--- src/rtl/mem_arbiter.sv ---
// Round-robin arbiter sharing one single-cycle memory between an instruction
// read port and a data read/write port. IDLE -> ACC -> DONE per transaction.
module mem_arbiter (
   input  logic        clk,
   input  logic        rst_n,
   input  logic        i_req,
   input  logic [31:0] i_addr,
   output logic        i_ack,
   output logic        i_err,
   output logic [31:0] i_rdata,
   input  logic        d_req,
   input  logic        d_we,
   input  logic [31:0] d_addr,
   input  logic [31:0] d_wdata,
   output logic        d_ack,
   output logic        d_err,
   output logic [31:0] d_rdata,
   output logic        MemRead,
   output logic        MemWrite,
   output logic [31:0] addr,
   output logic [31:0] wd,
   input  logic [31:0] rd,
   output logic        busy
);

   typedef enum logic [1:0] {IDLE, ACC, DONE} state_t;

   state_t      state_q, state_d;
   logic        owner_q, owner_d;   // 1 = data port owns the transaction
   logic        we_q, we_d;
   logic        err_q, err_d;
   logic        last_q, last_d;     // 1 = data port was served last
   logic        mem_read_q, mem_read_d;
   logic        mem_write_q, mem_write_d;
   logic [31:0] addr_q, addr_d;
   logic [31:0] wd_q, wd_d;
   logic [31:0] i_rdata_q, i_rdata_d;
   logic [31:0] d_rdata_q, d_rdata_d;

   logic        pick_d;
   logic [31:0] win_addr;
   logic        win_we;
   logic [31:0] win_wdata;
   logic        win_bad;
   logic [31:0] cap_data;

   // Data wins only when alone or when the instruction port was served last.
   assign pick_d    = d_req && (!i_req || !last_q);
   assign win_addr  = pick_d ? d_addr : i_addr;
   assign win_we    = pick_d && d_we;
   assign win_wdata = win_we ? d_wdata : 32'd0;
   assign win_bad   = (win_addr[1:0] != 2'b00) || (win_addr > 32'd1020);
   assign cap_data  = we_q ? 32'd0 : rd;

   always_comb begin
      state_d     = state_q;
      owner_d     = owner_q;
      we_d        = we_q;
      err_d       = err_q;
      last_d      = last_q;
      mem_read_d  = 1'b0;
      mem_write_d = 1'b0;
      addr_d      = 32'd0;
      wd_d        = 32'd0;
      i_rdata_d   = i_rdata_q;
      d_rdata_d   = d_rdata_q;
      case (state_q)
         IDLE: begin
            if (i_req || d_req) begin
               owner_d = pick_d;
               we_d    = win_we;
               err_d   = win_bad;
               last_d  = pick_d;
               if (win_bad) begin
                  // Error completions skip memory and report zero data.
                  state_d = DONE;
                  if (pick_d) d_rdata_d = 32'd0;
                  else        i_rdata_d = 32'd0;
               end else begin
                  state_d     = ACC;
                  mem_read_d  = ~win_we;
                  mem_write_d = win_we;
                  addr_d      = win_addr;
                  wd_d        = win_wdata;
               end
            end
         end
         ACC: begin
            state_d = DONE;
            if (owner_q) d_rdata_d = cap_data;
            else         i_rdata_d = cap_data;
         end
         DONE:    state_d = IDLE;
         default: state_d = IDLE;
      endcase
   end

   always_ff @(posedge clk or negedge rst_n) begin
      if (!rst_n) begin
         state_q     <= IDLE;
         owner_q     <= 1'b0;
         we_q        <= 1'b0;
         err_q       <= 1'b0;
         last_q      <= 1'b1;
         mem_read_q  <= 1'b0;
         mem_write_q <= 1'b0;
         addr_q      <= 32'd0;
         wd_q        <= 32'd0;
         i_rdata_q   <= 32'd0;
         d_rdata_q   <= 32'd0;
      end else begin
         state_q     <= state_d;
         owner_q     <= owner_d;
         we_q        <= we_d;
         err_q       <= err_d;
         last_q      <= last_d;
         mem_read_q  <= mem_read_d;
         mem_write_q <= mem_write_d;
         addr_q      <= addr_d;
         wd_q        <= wd_d;
         i_rdata_q   <= i_rdata_d;
         d_rdata_q   <= d_rdata_d;
      end
   end

   assign i_ack    = (state_q == DONE) && !owner_q;
   assign d_ack    = (state_q == DONE) && owner_q;
   assign i_err    = i_ack && err_q;
   assign d_err    = d_ack && err_q;
   assign i_rdata  = i_rdata_q;
   assign d_rdata  = d_rdata_q;
   assign MemRead  = mem_read_q;
   assign MemWrite = mem_write_q;
   assign addr     = addr_q;
   assign wd       = wd_q;
   assign busy     = (state_q != IDLE);

endmodule
--- config.mk ---
export PLATFORM = sky130hd
export DESIGN_NAME = mem_arbiter
export DESIGN_NICKNAME = d
export VERILOG_FILES = /design/src/rtl/mem_arbiter.sv
export SDC_FILE = /design/constraint.sdc
export NUM_CORES = 1
export LEC_CHECK = 0
export BUFFER_PORTS_ARGS = -buffer_cell sky130_fd_sc_hd__buf_4
export CORE_MARGIN = 8
export CORE_UTILIZATION = 40
export DETAILED_ROUTE_END_ITERATION = 12
export PLACE_DENSITY = 0.79
export SETUP_SLACK_MARGIN = 0.3
export SYNTH_ARGS = -nofsm -noshare
export SYNTH_HDL_FRONTEND = slang
export SYNTH_SLANG_ARGS = --single-unit
--- constraint.sdc ---
create_clock -name clk -period 6 [get_ports clk]
set_clock_uncertainty 0.15 [all_clocks]
set_input_delay 1.2 -clock clk [delete_from_list [all_inputs] [get_ports clk]]
set_output_delay 1.2 -clock clk [all_outputs]
set_load 0.02 [all_outputs]
Word-level counts from Yosys, hierarchy flattened

Cells that the tools add are included.

Input port bits: 133
Register bits: 136
Logic and storage cells: 68

Muxes and demuxes: 28
Reduce and logical (&&, ||, !) cells: 19
Bitwise operators: 1
Order comparisons: 1
Eq/ne operators: 8

Operators by type and width:

| cell                 | number |
|---|---|
| $mux 32              | 17 |
| $pmux 32 s2          | 2 |
| $gt 32x10->1 const B | 1 |
| $ne 2x2->1 const B   | 6 |
| $reduce_and 5->1     | 2 |
| $logic_and 1x1->1    | 6 |
| $mux 1               | 6 |
| $reduce_bool 2->1    | 3 |
| $mux 2               | 2 |
| $pmux 2 s2           | 1 |
| $logic_not 1->1      | 3 |
| $logic_or 1x1->1     | 3 |
| $eq 2x1->1 const B   | 1 |
| $eq 2x2->1 const B   | 1 |
| $logic_not 2->1      | 1 |
| $reduce_and 2->1     | 1 |
| $not 1->1            | 1 |

Longest topological paths before layout

Gate-level depths: netlist of run 1.

Depth after elaboration: 9
Depth in mapped cells: 7
Depth with buffers taken out: 5

Least setup slack after synthesis of run 1

No wires, ideal clock.

Path kind: input port to flip-flop
Start point: in i_addr[30]
End point: reg wd_q[22] (netlist: wd[22])
Stages: 6
Path slack: 3.100 ns
Data arrival time: 2.684 ns
Required time: 5.784 ns
Buffers on the path: 1
Path through: or4_4 -> nor3_4 -> a31oi_4 -> nor4_4 -> buf_6 -> and2_1

Word-level cells in the longest chain between the ends: 6

Ends and longest elaborated chain:

| item                 | RTL line | RTL |
|---|---|---|
| start, declared      | 7        | `input logic [31:0] i_addr,` |
| $mux 32              | 49       | `assign win_addr = pick_d ? d_addr : i_addr;` |
| $gt 32x10->1         | 52       | `assign win_bad = (win_addr[1:0] != 2'b00) \|\| (win_addr > 32'd1020);` |
| $logic_or 1x1->1     | 52       |  |
| $mux 32              | 74       | `if (win_bad) begin` |
| $mux 32              | 69       | `if (i_req \|\| d_req) begin` |
| $mux 32              | 67       | `case (state_q)` |
| named net wd_d[22]   | 36       | `logic [31:0] wd_q, wd_d;` |
| end signal, assigned | 120      | `wd_q <= wd_d;` |
| end, declared        | 36       |  |

The timed path passes the listed nets, and every way through them passes these cells.
A chain may end at the register's enable or synchronous reset.

Worst setup path in the final report of run 1

Start point: in d_req
End point: reg d_rdata_q[15] (netlist: d_rdata[15])

Word-level cells in the longest chain between the ends: 6
Elaborated cells on any way between the ends: 10

Ends and longest elaborated chain:

| item                                              | RTL line | RTL |
|---|---|---|
| start, declared                                   | 11       | `input logic d_req,` |
| $logic_and 1x1->1                                 | 48       | `assign pick_d = d_req && (!i_req \|\| !last_q);` |
| $mux 32                                           | 49       |  |
| $gt 32x10->1 or $reduce_bool 2->1 (tied branches) | 52       |  |
| $logic_or 1x1->1                                  | 52       |  |
| $ne 2x2->1 (no source line)                       | -        |  |
| $reduce_and 5->1 (no source line) *               | -        |  |
| end signal, assigned                              | 122      | `d_rdata_q <= d_rdata_d;` |
| end, declared                                     | 38       | `logic [31:0] d_rdata_q, d_rdata_d;` |

Every way passes the cells marked *; elsewhere a longest branch is shown, timed or not.

==> metrics.txt, run 1 <==
result of the run=finished clean; type of the worst min-delay path=reg -> reg; number of pins with negative max-slew slack in the final report=0; worst flop-to-flop path startpoint=last_q; Place WS=2.226 ns; total negative slack for setup checks=0 ns; final hold violations=0; library cell with the largest summed area after synthesis=sky130_fd_sc_hd__dfrtp_1; unique cell type count in the Yosys netlist=37; post-CTS sizing=0; synthesis-stage register bit count=136; TritonCTS buffer count=17; max_cap viols=0; area of the multi-input gates=roughly 1400 sq um; ranking of synthesized cells by area=sky130_fd_sc_hd__dfrtp_1, sky130_fd_sc_hd__a32o_1, sky130_fd_sc_hd__and2_1; power density over the cells=slightly below 300 nW/um^2; initial core utilization=between 40% and 50%; Final Cell Area=7737 sq um; CTS tree=built; residual antenna-violating net count after detailed routing=0; Max rail drop VDD=0.2116 mV; die outline height=~130 um; area of the core=roughly 12,000 sq um; Max Clk Rate=between 0.3 and 0.4 GHz; Compound-Gate Fraction of Synth Area=between 15 and 20%; clock network latency to the later pin of the worst-skew pair=~0.42 ns; instance count of the mapped netlist=337; setup slack of the critical path after layout=~2.7 ns; sequential standard cell area=around 3400 sq um; Avg WL per Cell=approximately 20 um; worst hold path cell count=1; number of violations reported at the end of detailed-routing iteration 0=between 150 and 200; ratio of cells with drive above 1 in the final layout=slightly above 50%; largest driver fanout on the critical path=33; share of the synthesized netlist area taken by xor and xnor gates=0%; maximum level of the CTS H-tree=4; worst reg-to-reg path cell count=6; count of boundary I/O pins=roughly 270; Final setup viols=0; CTS clock-pin slew for the worst setup and hold paths=approximately 0.060 ns; Yosys warning total=0; Post-CTS Setup Repair Bufs=0; worst slack on hold paths=0.3399 ns; final layout net count=between 700 and 800; part of the Yosys area used for sequential elements=between 60% and 70%; Period minus WS final=between 3 and 4 ns; cell area after synthesis=roughly 4900 sq um; slew at the pin closest to its max-slew limit=about 1.2 ns; Synth Area per Inst=14.54 sq um; sink of the worst hold path=d_rdata[13]; share of the synthesized area in the top cell type=approximately 70%; area growth from synthesis to final layout=57.92%; unrepaired setup endpoints after global routing=no; detailed-route DRC error count=0; critical path required time=just over 6 ns; vias in the first global route=4,377; normalized max-slew margin=approximately 21%; simple-gate portion of the synthesized area=around a tenth; Leak Pwr=3.990 nW; post-route total power=approximately 2.2 mW; dpl hpwl=11.85 mm; deepest clock path buffer count=2; pin count of the biggest net entering global routing=71; nature of the critical path startpoint=primary input; endpoint of the lowest-slack register-to-register path=d_rdata[15]; category of the critical setup timing path=in -> reg; Horiz. Die Dim=between 100 and 150 um; reg-to-reg setup timing slack=a little over 3 ns; root buffer cell=sky130_fd_sc_hd__clkbuf_16; CP Launch Point=d_req; via count of the routed design=3,988; adder-cell area share of the yosys netlist=0%; DIE AREA=about 16,000 sq um; total of fill cells in the finished design=890; final worst-path cycle share=between 50% and 60%; GRT Util Overall=19.31%; remaining global-route overflow=0; Port Buffers=about 270; kind of capture point of the worst setup path=register; number of sinks on the clock net=between 100 and 150; wire length of the first global-routing pass=approximately 24 mm; initial antenna violation count=0; combinational family with the most area after synthesis=compound AO/OA/AOI/OAI gates; standard-cell rows=40; total detailed-routing wirelength=15.42 mm; Detailed Routing Iterations Pass 1=4; total inserted antenna cells=0; placed cell area=7107 sq um; most common cell after layout, fill and taps aside=sky130_fd_sc_hd__buf_4; placer congestion estimate=~0.79; arrival time at the worst endpoint=about 3.5 ns; DR vias/cell=5.067; Hold Crit Start=d_rdata[13]; most frequent cells in the layout=sky130_fd_sc_hd__buf_4, sky130_fd_sc_hd__dfrtp_1, sky130_fd_sc_hd__a32o_1, sky130_fd_sc_hd__and2_1, sky130_fd_sc_hd__conb_1; CTS Hold Buffers Added=0; share of cell area taken by muxes after synthesis=less than 1%
-- where the power goes --
group | switching [mW] | internal [mW] | total (mW)
Combinational | 0.116 | 0.0901 | 0.206
Clock | 0.385 | 0.717 | 1.10
Sequential | 0.00761 | 0.933 | 0.940
Total | 0.508 | 1.74 | 2.25
-- stage by stage --
| step | std cells | utilization [%] |
|---|---|---|
| 2_1_floorplan | 360 | - |
| 3_3_place_gp | 755 | 59.41 |
| 3_5_place_dp | 755 | 59.41 |
| 4_1_cts | 787 | 64.69 |
| 5_1_grt | 787 | 64.69 |
| 6_report | 787 | 64.69 |
-- area by class of cell --
class,count,share of cell area (%)
sequential,136,44.00
timing repair buffer,274,26.63
clock inverter,11,2.199
multi-input combinational,195,18.69
inverter,3,0.1455
tap,147,2.377
clock buffer,21,5.951
-- worst max-delay path by stage --
stage / slack (ns) / cells past startpoint / end
3_3_place_gp: 2.39 / 7 / d_rdata[16]
2_1_floorplan: 3.10 / 6 / wd[22]
5_1_grt: 2.50 / 7 / d_rdata[24]
4_1_cts: 2.67 / 7 / d_rdata[16]
6_report: 2.67 / 7 / d_rdata[15]
3_5_place_dp: 2.23 / 7 / d_rdata[16]
-- cells in the mapped netlist --
| library cell | n |
|---|---|
| sky130_fd_sc_hd__buf_1 | 1 |
| sky130_fd_sc_hd__dfrtp_1 | 135 |
| sky130_fd_sc_hd__a32o_1 | 64 |
| sky130_fd_sc_hd__clkbuf_1 | 14 |
| sky130_fd_sc_hd__a21bo_2 | 1 |
| sky130_fd_sc_hd__a21boi_0 | 2 |
| sky130_fd_sc_hd__nor4_1 | 9 |
| sky130_fd_sc_hd__or3_1 | 1 |
| sky130_fd_sc_hd__nor4_4 | 1 |
| sky130_fd_sc_hd__o21a_1 | 1 |
| sky130_fd_sc_hd__dfstp_2 | 1 |
| sky130_fd_sc_hd__conb_1 | 1 |
| sky130_fd_sc_hd__and3_1 | 1 |
| sky130_fd_sc_hd__o21ai_0 | 2 |
| sky130_fd_sc_hd__nand2_1 | 20 |
| sky130_fd_sc_hd__inv_1 | 2 |
| sky130_fd_sc_hd__nor3_4 | 1 |
| sky130_fd_sc_hd__a31oi_1 | 1 |
| sky130_fd_sc_hd__or2_2 | 1 |
| sky130_fd_sc_hd__nor3_1 | 2 |
| sky130_fd_sc_hd__buf_6 | 3 |
| sky130_fd_sc_hd__mux2_2 | 1 |
| sky130_fd_sc_hd__buf_2 | 7 |
| sky130_fd_sc_hd__o31ai_4 | 2 |
| sky130_fd_sc_hd__a21oi_2 | 9 |
| sky130_fd_sc_hd__a31oi_4 | 1 |
| sky130_fd_sc_hd__or4_4 | 1 |
| sky130_fd_sc_hd__o21ai_1 | 2 |
| sky130_fd_sc_hd__and2_1 | 34 |
| sky130_fd_sc_hd__nor2b_1 | 2 |
| sky130_fd_sc_hd__nor2_1 | 7 |
| sky130_fd_sc_hd__nor3b_1 | 1 |
| sky130_fd_sc_hd__a21oi_1 | 1 |
| sky130_fd_sc_hd__buf_4 | 1 |
| sky130_fd_sc_hd__and4_1 | 1 |
| sky130_fd_sc_hd__inv_2 | 1 |
| sky130_fd_sc_hd__nand4_1 | 2 |
-- cell families after synthesis --
logic type | count (synthesis)
multiplexers | 1
buffers and inverters | 29
other | 1
AND/OR/NAND/NOR | 84
AO/OA/AOI/OAI | 86
flip-flops | 136
-- routing by layer --
metal	wire [um]	track usage (%)	part of all wire, %
met5	0	0	0
met4	320	7.348	2.1
met3	1721	10.01	11
met2	8361	35.41	54
met1	5018	17.72	33
-- registers in the layout, indices dropped and copies added (netlist names), 2 cells and up --
register and count:
addr 32, d_rdata 32, i_rdata 32, state_q 2, wd 32
-- critical path: stages --
cell and delay, ns:
sky130_fd_sc_hd__buf_4 0.12, sky130_fd_sc_hd__a21bo_2 0.38, sky130_fd_sc_hd__o21a_1 0.95, sky130_fd_sc_hd__nor2_1 0.21, sky130_fd_sc_hd__o31ai_4 0.10, sky130_fd_sc_hd__buf_4 0.35
sky130_fd_sc_hd__a32o_1 0.19
Note: power is estimated with default switching activity, not from simulation.
==> inputs of run 2 (changes only) <==
ABC_AREA = 1   (was not set)
PLACE_DENSITY = 0.76   (was 0.79)
clock period = 3.5 ns   (was 6 ns; I/O delays follow)
==> run 2 against run 1 <==
Synthesized cell count increased by 98%. Wire length increased by 18%. Critical path depth increased by 5.
==> metrics.txt, run 2 <==
number of pins with negative max-slew slack in the final report=0 (unchanged); final hold violations=0 (unchanged); Yosys warning total=0 (unchanged); Buffers & Inverters on Critical Path=1 (was 2); deepest clock path buffer count=2 (unchanged); area of the core=14,420 sq um (was 11,960 sq um); part of the Yosys area used for sequential elements=58.15% (was 69.48%); detailed-route DRC error count=0 (unchanged); instance count of the mapped netlist=667 (was 337); number of sinks on the clock net=136 (unchanged); TritonCTS buffer count=17 (unchanged); cells along the critical path=nand2_1 -> nand2_2 -> buf_4 -> nand2_1 -> nand2_1 -> nor2_1 -> nand3_1 -> nor2_2 -> nand3_2 -> nand3_2 -> nand2_1 -> nand2_1 (was buf_4 -> a21bo_2 -> o21a_1 -> nor2_1 -> o31ai_4 -> buf_4 -> a32o_1); Synth Flop Type=sky130_fd_sc_hd__dfrtp_1 (unchanged); slew at the pin closest to its max-slew limit=1.112 ns (was 1.189 ns); total negative slack for setup checks=0 ns (unchanged); most common library cells after synthesis=sky130_fd_sc_hd__nand2_1, sky130_fd_sc_hd__dfrtp_1, sky130_fd_sc_hd__nand4_1, sky130_fd_sc_hd__nor2_1, sky130_fd_sc_hd__inv_1 (was sky130_fd_sc_hd__dfrtp_1, sky130_fd_sc_hd__a32o_1, sky130_fd_sc_hd__and2_1, sky130_fd_sc_hd__nand2_1, sky130_fd_sc_hd__clkbuf_1); type of the worst min-delay path=in -> async (was reg -> reg); async set-or-reset flop fraction in the synthesized netlist=100.0% (unchanged); nature of the critical path startpoint=register (was primary input); unique cell type count in the Yosys netlist=25 (was 37); maximum level of the CTS H-tree=4 (unchanged); residual antenna-violating net count after detailed routing=0 (unchanged); CP most frequent cell=sky130_fd_sc_hd__nand2_1 (was sky130_fd_sc_hd__buf_4); Max rail drop VDD=0.2988 mV (was 0.2116 mV); Period minus WS final=2.667 ns; arrival time at the worst endpoint=2.81 ns (was 3.53 ns); Max Clk Rate=0.3750 GHz; Avg WL per Cell=16.01 um (was 19.60 um); clock network latency to the later pin of the worst-skew pair=0.41 ns (was 0.42 ns); DIE AREA=18,760 sq um (was 16,050 sq um); ratio of cells with drive above 1 in the final layout=36.86% (was 50.94%); library cell with the largest summed area after synthesis=sky130_fd_sc_hd__dfrtp_1 (unchanged); post-CTS sizing=0 (unchanged); largest driver fanout on the critical path=32 (was 33); Slowest cell on crit path=sky130_fd_sc_hd__nand3_2 (was sky130_fd_sc_hd__o21a_1); unrepaired setup endpoints after global routing=no (unchanged); Synth Area per Inst=8.777 sq um (was 14.54 sq um); Detailed Routing Iterations Pass 1=5 (was 4); CTS Hold Buffers Added=0 (unchanged); placed cell area=8015 sq um (was 7107 sq um); Post-CTS Setup Repair Bufs=0 (unchanged); wire length of the first global-routing pass=28.77 mm (was 23.66 mm); synthesis-stage register bit count=136 (unchanged); standard-cell rows=44 (was 40); Port Buffers=267 (unchanged); ranking of synthesized cells by area=sky130_fd_sc_hd__dfrtp_1, sky130_fd_sc_hd__nand2_1, sky130_fd_sc_hd__nand4_1 (was sky130_fd_sc_hd__dfrtp_1, sky130_fd_sc_hd__a32o_1, sky130_fd_sc_hd__and2_1); CTS tree=built (unchanged); most frequent cells in the layout=sky130_fd_sc_hd__buf_4, sky130_fd_sc_hd__nand2_1, sky130_fd_sc_hd__dfrtp_1, sky130_fd_sc_hd__nand4_1, sky130_fd_sc_hd__nor2_1 (was sky130_fd_sc_hd__buf_4, sky130_fd_sc_hd__dfrtp_1, sky130_fd_sc_hd__a32o_1, sky130_fd_sc_hd__and2_1, sky130_fd_sc_hd__conb_1); final worst-path cycle share=between 70% and 80%; cell area after synthesis=5854 sq um (was 4900 sq um); initial antenna violation count=0 (unchanged); dpl hpwl=13.19 mm (was 11.85 mm); root buffer cell=sky130_fd_sc_hd__clkbuf_16 (unchanged); via count of the routed design=5,408 (was 3,988); remaining global-route overflow=0 (unchanged); worst slack on hold paths=0.1213 ns (was 0.3399 ns); pin count of the biggest net entering global routing=73 (was 71); area growth from synthesis to final layout=47.38% (was 57.92%); initial core utilization=40.59% (was 40.96%); GRT Util Overall=19.70% (was 19.31%); CP max stage delay=0.58 ns (was 0.95 ns); share of the synthesized area in the top cell type=57.70% (was 68.95%); total detailed-routing wirelength=18.23 mm (was 15.42 mm); DR vias/cell=4.748 (was 5.067); count of boundary I/O pins=268 (unchanged); placer congestion estimate=0.7940 (was 0.7866); cell with the most instances after synthesis=sky130_fd_sc_hd__nand2_1 (was sky130_fd_sc_hd__dfrtp_1); kind of capture point of the worst setup path=register (unchanged); max_cap viols=0 (unchanged); critical path required time=3.65 ns (was 6.20 ns); Horiz. Die Dim=137.0 um (was 126.7 um); category of the critical setup timing path=reg -> reg (was in -> reg); result of the run=finished clean (unchanged); vias in the first global route=5,515 (was 4,377); die outline height=137.0 um (was 126.7 um); most common cell after layout, fill and taps aside=sky130_fd_sc_hd__buf_4 (unchanged); Leak Pwr=4.983 nW (was 3.990 nW); setup slack of the critical path after layout=0.8331 ns (was 2.669 ns); CTS clock-pin slew for the worst setup and hold paths=0.06 ns (about the same); Final Cell Area=8628 sq um (was 7737 sq um); total inserted antenna cells=0 (unchanged); final layout net count=1,075 (was 760); number of violations reported at the end of detailed-routing iteration 0=317 (was 195); number of enable flip-flop cells after synthesis=0 (unchanged); Place WS=0.5072 ns (was 2.226 ns); family with the most delay on the worst path=simple AND/OR/NAND/NOR gates (was compound AO/OA/AOI/OAI gates); normalized max-slew margin=25.82% (was 20.75%); power density over the cells=521.1 nW/um^2 (was 290.6 nW/um^2); Final setup viols=0 (unchanged)
run 2: routing by layer:
metal / track usage (%) / vias to the layer above / part of all wire (%)
met3: 9.765 / 19 / 12
met4: 5.069 / 0 / 0.95
met1: 23.19 / 2530 / 39
met5: 0 / - / 0
li1: - / 2639 / -
met2: 31.42 / 220 / 48
run 2: metrics by stage:
stage               utilization, %  cells  total power, mW
finish                       59.82   1139            4.496
floorplan                        -    690            2.282
CTS                          59.82   1139            4.540
global placement             55.57   1107            2.664
global route                 59.82   1139            4.710
detailed placement           55.57   1107            2.671
run 2: worst register-to-register path, cell delays in order (launching register included):
cell and delay (ns):
sky130_fd_sc_hd__dfstp_2 0.55, sky130_fd_sc_hd__nand2_1 0.08, sky130_fd_sc_hd__nand2_2 0.07, sky130_fd_sc_hd__buf_4 0.31
sky130_fd_sc_hd__nand2_1 0.10, sky130_fd_sc_hd__nand2_1 0.07, sky130_fd_sc_hd__nor2_1 0.05, sky130_fd_sc_hd__nand3_1 0.10
sky130_fd_sc_hd__nor2_2 0.06, sky130_fd_sc_hd__nand3_2 0.10, sky130_fd_sc_hd__nand3_2 0.58, sky130_fd_sc_hd__nand2_1 0.26
sky130_fd_sc_hd__nand2_1 0.07
run 2: final timing paths:
path                                  start          end  slack, ns  cells past startpoint
worst min register to register  d_rdata[30]  d_rdata[30]       0.32                      2
worst max-delay path                 last_q  i_rdata[11]       0.83                     12
min in group clk                d_rdata[30]  d_rdata[30]       0.32                      2
worst min-delay path                  rst_n   i_rdata[7]       0.12                      1
max in group asynchronous             rst_n  i_rdata[16]       2.28                      2
worst max register to register       last_q  i_rdata[11]       0.83                     12
run 2: kinds of logic (layout without fill, tap and decap cells):
| family | count (synthesis) | after routing | synth area share (%) |
|---|---|---|---|
| buffers and inverters | 103 | 368 | 8.143 |
| flip-flops | 136 | 136 | 58.15 |
| AO/OA/AOI/OAI | 7 | 7 | 0.7480 |
| other | 1 | 24 | 0.06405 |
| AND/OR/NAND/NOR | 420 | 420 | 32.89 |
run 2: layout make-up:
| cell class | count | area, sq um |
|---|---|---|
| multi-input combinational | 451 | 2067 |
| sequential | 136 | 3405 |
| inverter | 60 | 225.2 |
| clock buffer | 17 | 425.4 |
| timing repair buffer | 276 | 2088 |
| tap | 184 | 230.2 |
| fill | 1285 | 5796 |
| clock inverter | 15 | 187.7 |
run 2: where the power goes:
part	internal (mW)	total [mW]	leakage [nW]	switching, mW
logic	0.282	0.997	2.85	0.715
clock network	1.14	1.86	0.297	0.723
registers	1.61	1.64	1.83	0.0268
==> inputs of run 3 (changes only) <==
clock period = 2.5 ns   (was 3.5 ns; I/O delays follow)
==> run 3 against run 2 <==
Flip-flop and latch count stayed put. Clock-buffer cell count is 3 higher. Clock power is 34% higher. Combinational power is 78% higher. Non-clock buffer count is 25 higher. Die area stayed put. Largest cell class unchanged. Global-route usage hardly changed. Sequential share of layout area is 1.8 points lower. Design area is 4.9% higher.
==> metrics.txt, run 3 (same netlist as run 2, synthesis figures left out) <==
final core utilization=62.73% (was 59.82%); clock network latency to the later pin of the worst-skew pair=0.41 ns (about the same); most frequent cells in the layout=sky130_fd_sc_hd__buf_4, sky130_fd_sc_hd__nand2_1, sky130_fd_sc_hd__dfrtp_1, sky130_fd_sc_hd__nand4_1, sky130_fd_sc_hd__nor2_1 (unchanged); power density over the cells=726.0 nW/um^2 (was 521.1 nW/um^2); remaining global-route overflow=0 (unchanged); worst hold path cell count=3; standard-cell rows=44 (unchanged); critical path required time=2.69 ns (was 3.65 ns); detailed-route DRC error count=0 (unchanged); DR vias/cell=4.701 (was 4.748); initial core utilization=40.59% (unchanged); area growth from synthesis to final layout=54.56% (was 47.38%); most common cell after layout, fill and taps aside=sky130_fd_sc_hd__buf_4 (unchanged); root buffer cell=sky130_fd_sc_hd__clkbuf_16 (unchanged); type of the worst min-delay path=in -> reg (was in -> async); Avg WL per Cell=15.97 um (was 16.01 um); residual antenna-violating net count after detailed routing=0 (unchanged); met2 track demand over resource=31.69% (was 31.42%); area of the core=14,420 sq um (unchanged); unrepaired setup endpoints after global routing=yes (was no); total inserted antenna cells=0 (unchanged); CTS clock-pin slew for the worst setup and hold paths=0.06 ns (about the same); number of sinks on the clock net=136 (unchanged); GRT Util Overall=19.69% (was 19.70%); TritonCTS buffer count=17 (unchanged); kind of capture point of the worst setup path=register (unchanged); maximum level of the CTS H-tree=4 (unchanged); DIE AREA=18,760 sq um (unchanged); placed cell area=8218 sq um (was 8015 sq um); largest driver fanout on the critical path=6 (was 32); number of violations reported at the end of detailed-routing iteration 0=248 (was 317); reg-to-reg setup timing slack=0.29 ns (was 0.83 ns); Port Buffers=267 (unchanged); nature of the critical path startpoint=register (unchanged); Leak Pwr=5.185 nW (was 4.983 nW); CTS tree=built (unchanged); Final setup viols=0 (unchanged); dpl hpwl=13.70 mm (was 13.19 mm); Max rail drop VDD=0.3883 mV (was 0.2988 mV); worst reg-to-reg path cell count=14 (was 12); post-route total power=6.569 mW (was 4.496 mW); most crowded layer after global routing=met2 (unchanged); initial antenna violation count=0 (unchanged); final hold violations=0 (unchanged); Detailed Routing Iterations Pass 1=4 (was 5); number of pins with negative max-slew slack in the final report=0 (unchanged); Period minus WS final=2.207 ns (was 2.667 ns); max_cap viols=0 (unchanged); vias in the first global route=5,668 (was 5,515); Horiz. Die Dim=137.0 um (unchanged); total detailed-routing wirelength=18.60 mm (was 18.23 mm); arrival time at the worst endpoint=2.40 ns (was 2.81 ns); count of boundary I/O pins=268 (unchanged); normalized max-slew margin=66.35% (was 25.82%); Max Clk Rate=0.4532 GHz (was 0.3750 GHz); slew at the pin closest to its max-slew limit=0.5048 ns (was 1.112 ns); ratio of cells with drive above 1 in the final layout=39.45% (was 36.86%); pin count of the biggest net entering global routing=51 (was 73); final layout net count=1,101 (was 1,075); category of the critical setup timing path=reg -> reg (unchanged); result of the run=finished clean (unchanged); deepest clock path buffer count=2 (unchanged); wire length of the first global-routing pass=28.92 mm (was 28.77 mm); met3 track utilization from global routing=8.774% (was 9.765%); met1 track demand over resource=23.04% (was 23.19%); placer congestion estimate=0.8198 (was 0.7940); final worst-path cycle share=88.27% (was 76.20%); die outline height=137.0 um (unchanged); via count of the routed design=5,477 (was 5,408); Final Cell Area=9049 sq um (was 8628 sq um)
-- run 3: worst max-delay path, stage by stage, from the launching register on --
cell and delay (ns):
sky130_fd_sc_hd__dfstp_2 0.56, sky130_fd_sc_hd__nand2_4 0.09, sky130_fd_sc_hd__nand2_8 0.10, sky130_fd_sc_hd__buf_6 0.12, sky130_fd_sc_hd__nand2_1 0.05, sky130_fd_sc_hd__nand2_1 0.05, sky130_fd_sc_hd__nand2_1 0.05, sky130_fd_sc_hd__nor2_1 0.11
sky130_fd_sc_hd__nand2_1 0.10, sky130_fd_sc_hd__nor2_4 0.13, sky130_fd_sc_hd__nand3_4 0.15, sky130_fd_sc_hd__nand3_4 0.18, sky130_fd_sc_hd__clkbuf_16 0.19, sky130_fd_sc_hd__nand2_1 0.05, sky130_fd_sc_hd__nand2_1 0.05
-- run 3: path summary, 6_finish.rpt --
path / startpoint / end
max: last_q / i_rdata[9]
min: d_wdata[31] / wd[31]
max reg2reg: last_q / i_rdata[9]
min reg2reg: d_rdata[30] / d_rdata[30]
max in group asynchronous: rst_n / d_rdata[15]
min in group asynchronous: rst_n / d_rdata[10]
-- run 3: what timing repair did --
action,4_1_cts,5_1_grt
gates resized for setup,16,13
gates cloned,2,2
hold buffers,1,0
pin swaps,2,0
setup endpoints to repair,106,105
hold endpoints to repair,46,0
setup buffers,3,1
-- run 3: layout make-up --
cell class,instances,area (sq um)
clock buffers,20,456.7
clock inverters,12,140.1
fillers,1258,5375
inverters,60,227.7
multi-input cells,452,2177
flip-flops and latches,136,3405
well taps,184,230.2
repair buffers,301,2412
-- run 3: through the flow --
stage	cells	setup TNS, ns	hold WS, ns	setup slack (ns)
floorplan	690	0	0.05441	0.4208
global placement	1124	0	0.3046	0.02212
detailed placement	1124	-0.000001332	0.3096	-0.000001332
CTS	1162	0	0.1336	0.3050
global route	1165	0	0.1377	0.1664
finish	1165	0	0.1518	0.2933
-- run 3: per-layer routing --
metal	up-vias	share of wire (%)
met5	-	0
met1	2552	38
met4	0	1.8
met2	208	49
met3	26	12
li1	2691	-
-- run 3: power by group --
part | switching, mW | internal (mW)
clock | 0.960 | 1.54
sequential | 0.0395 | 2.26
combinational | 1.11 | 0.660
total | 2.11 | 4.46
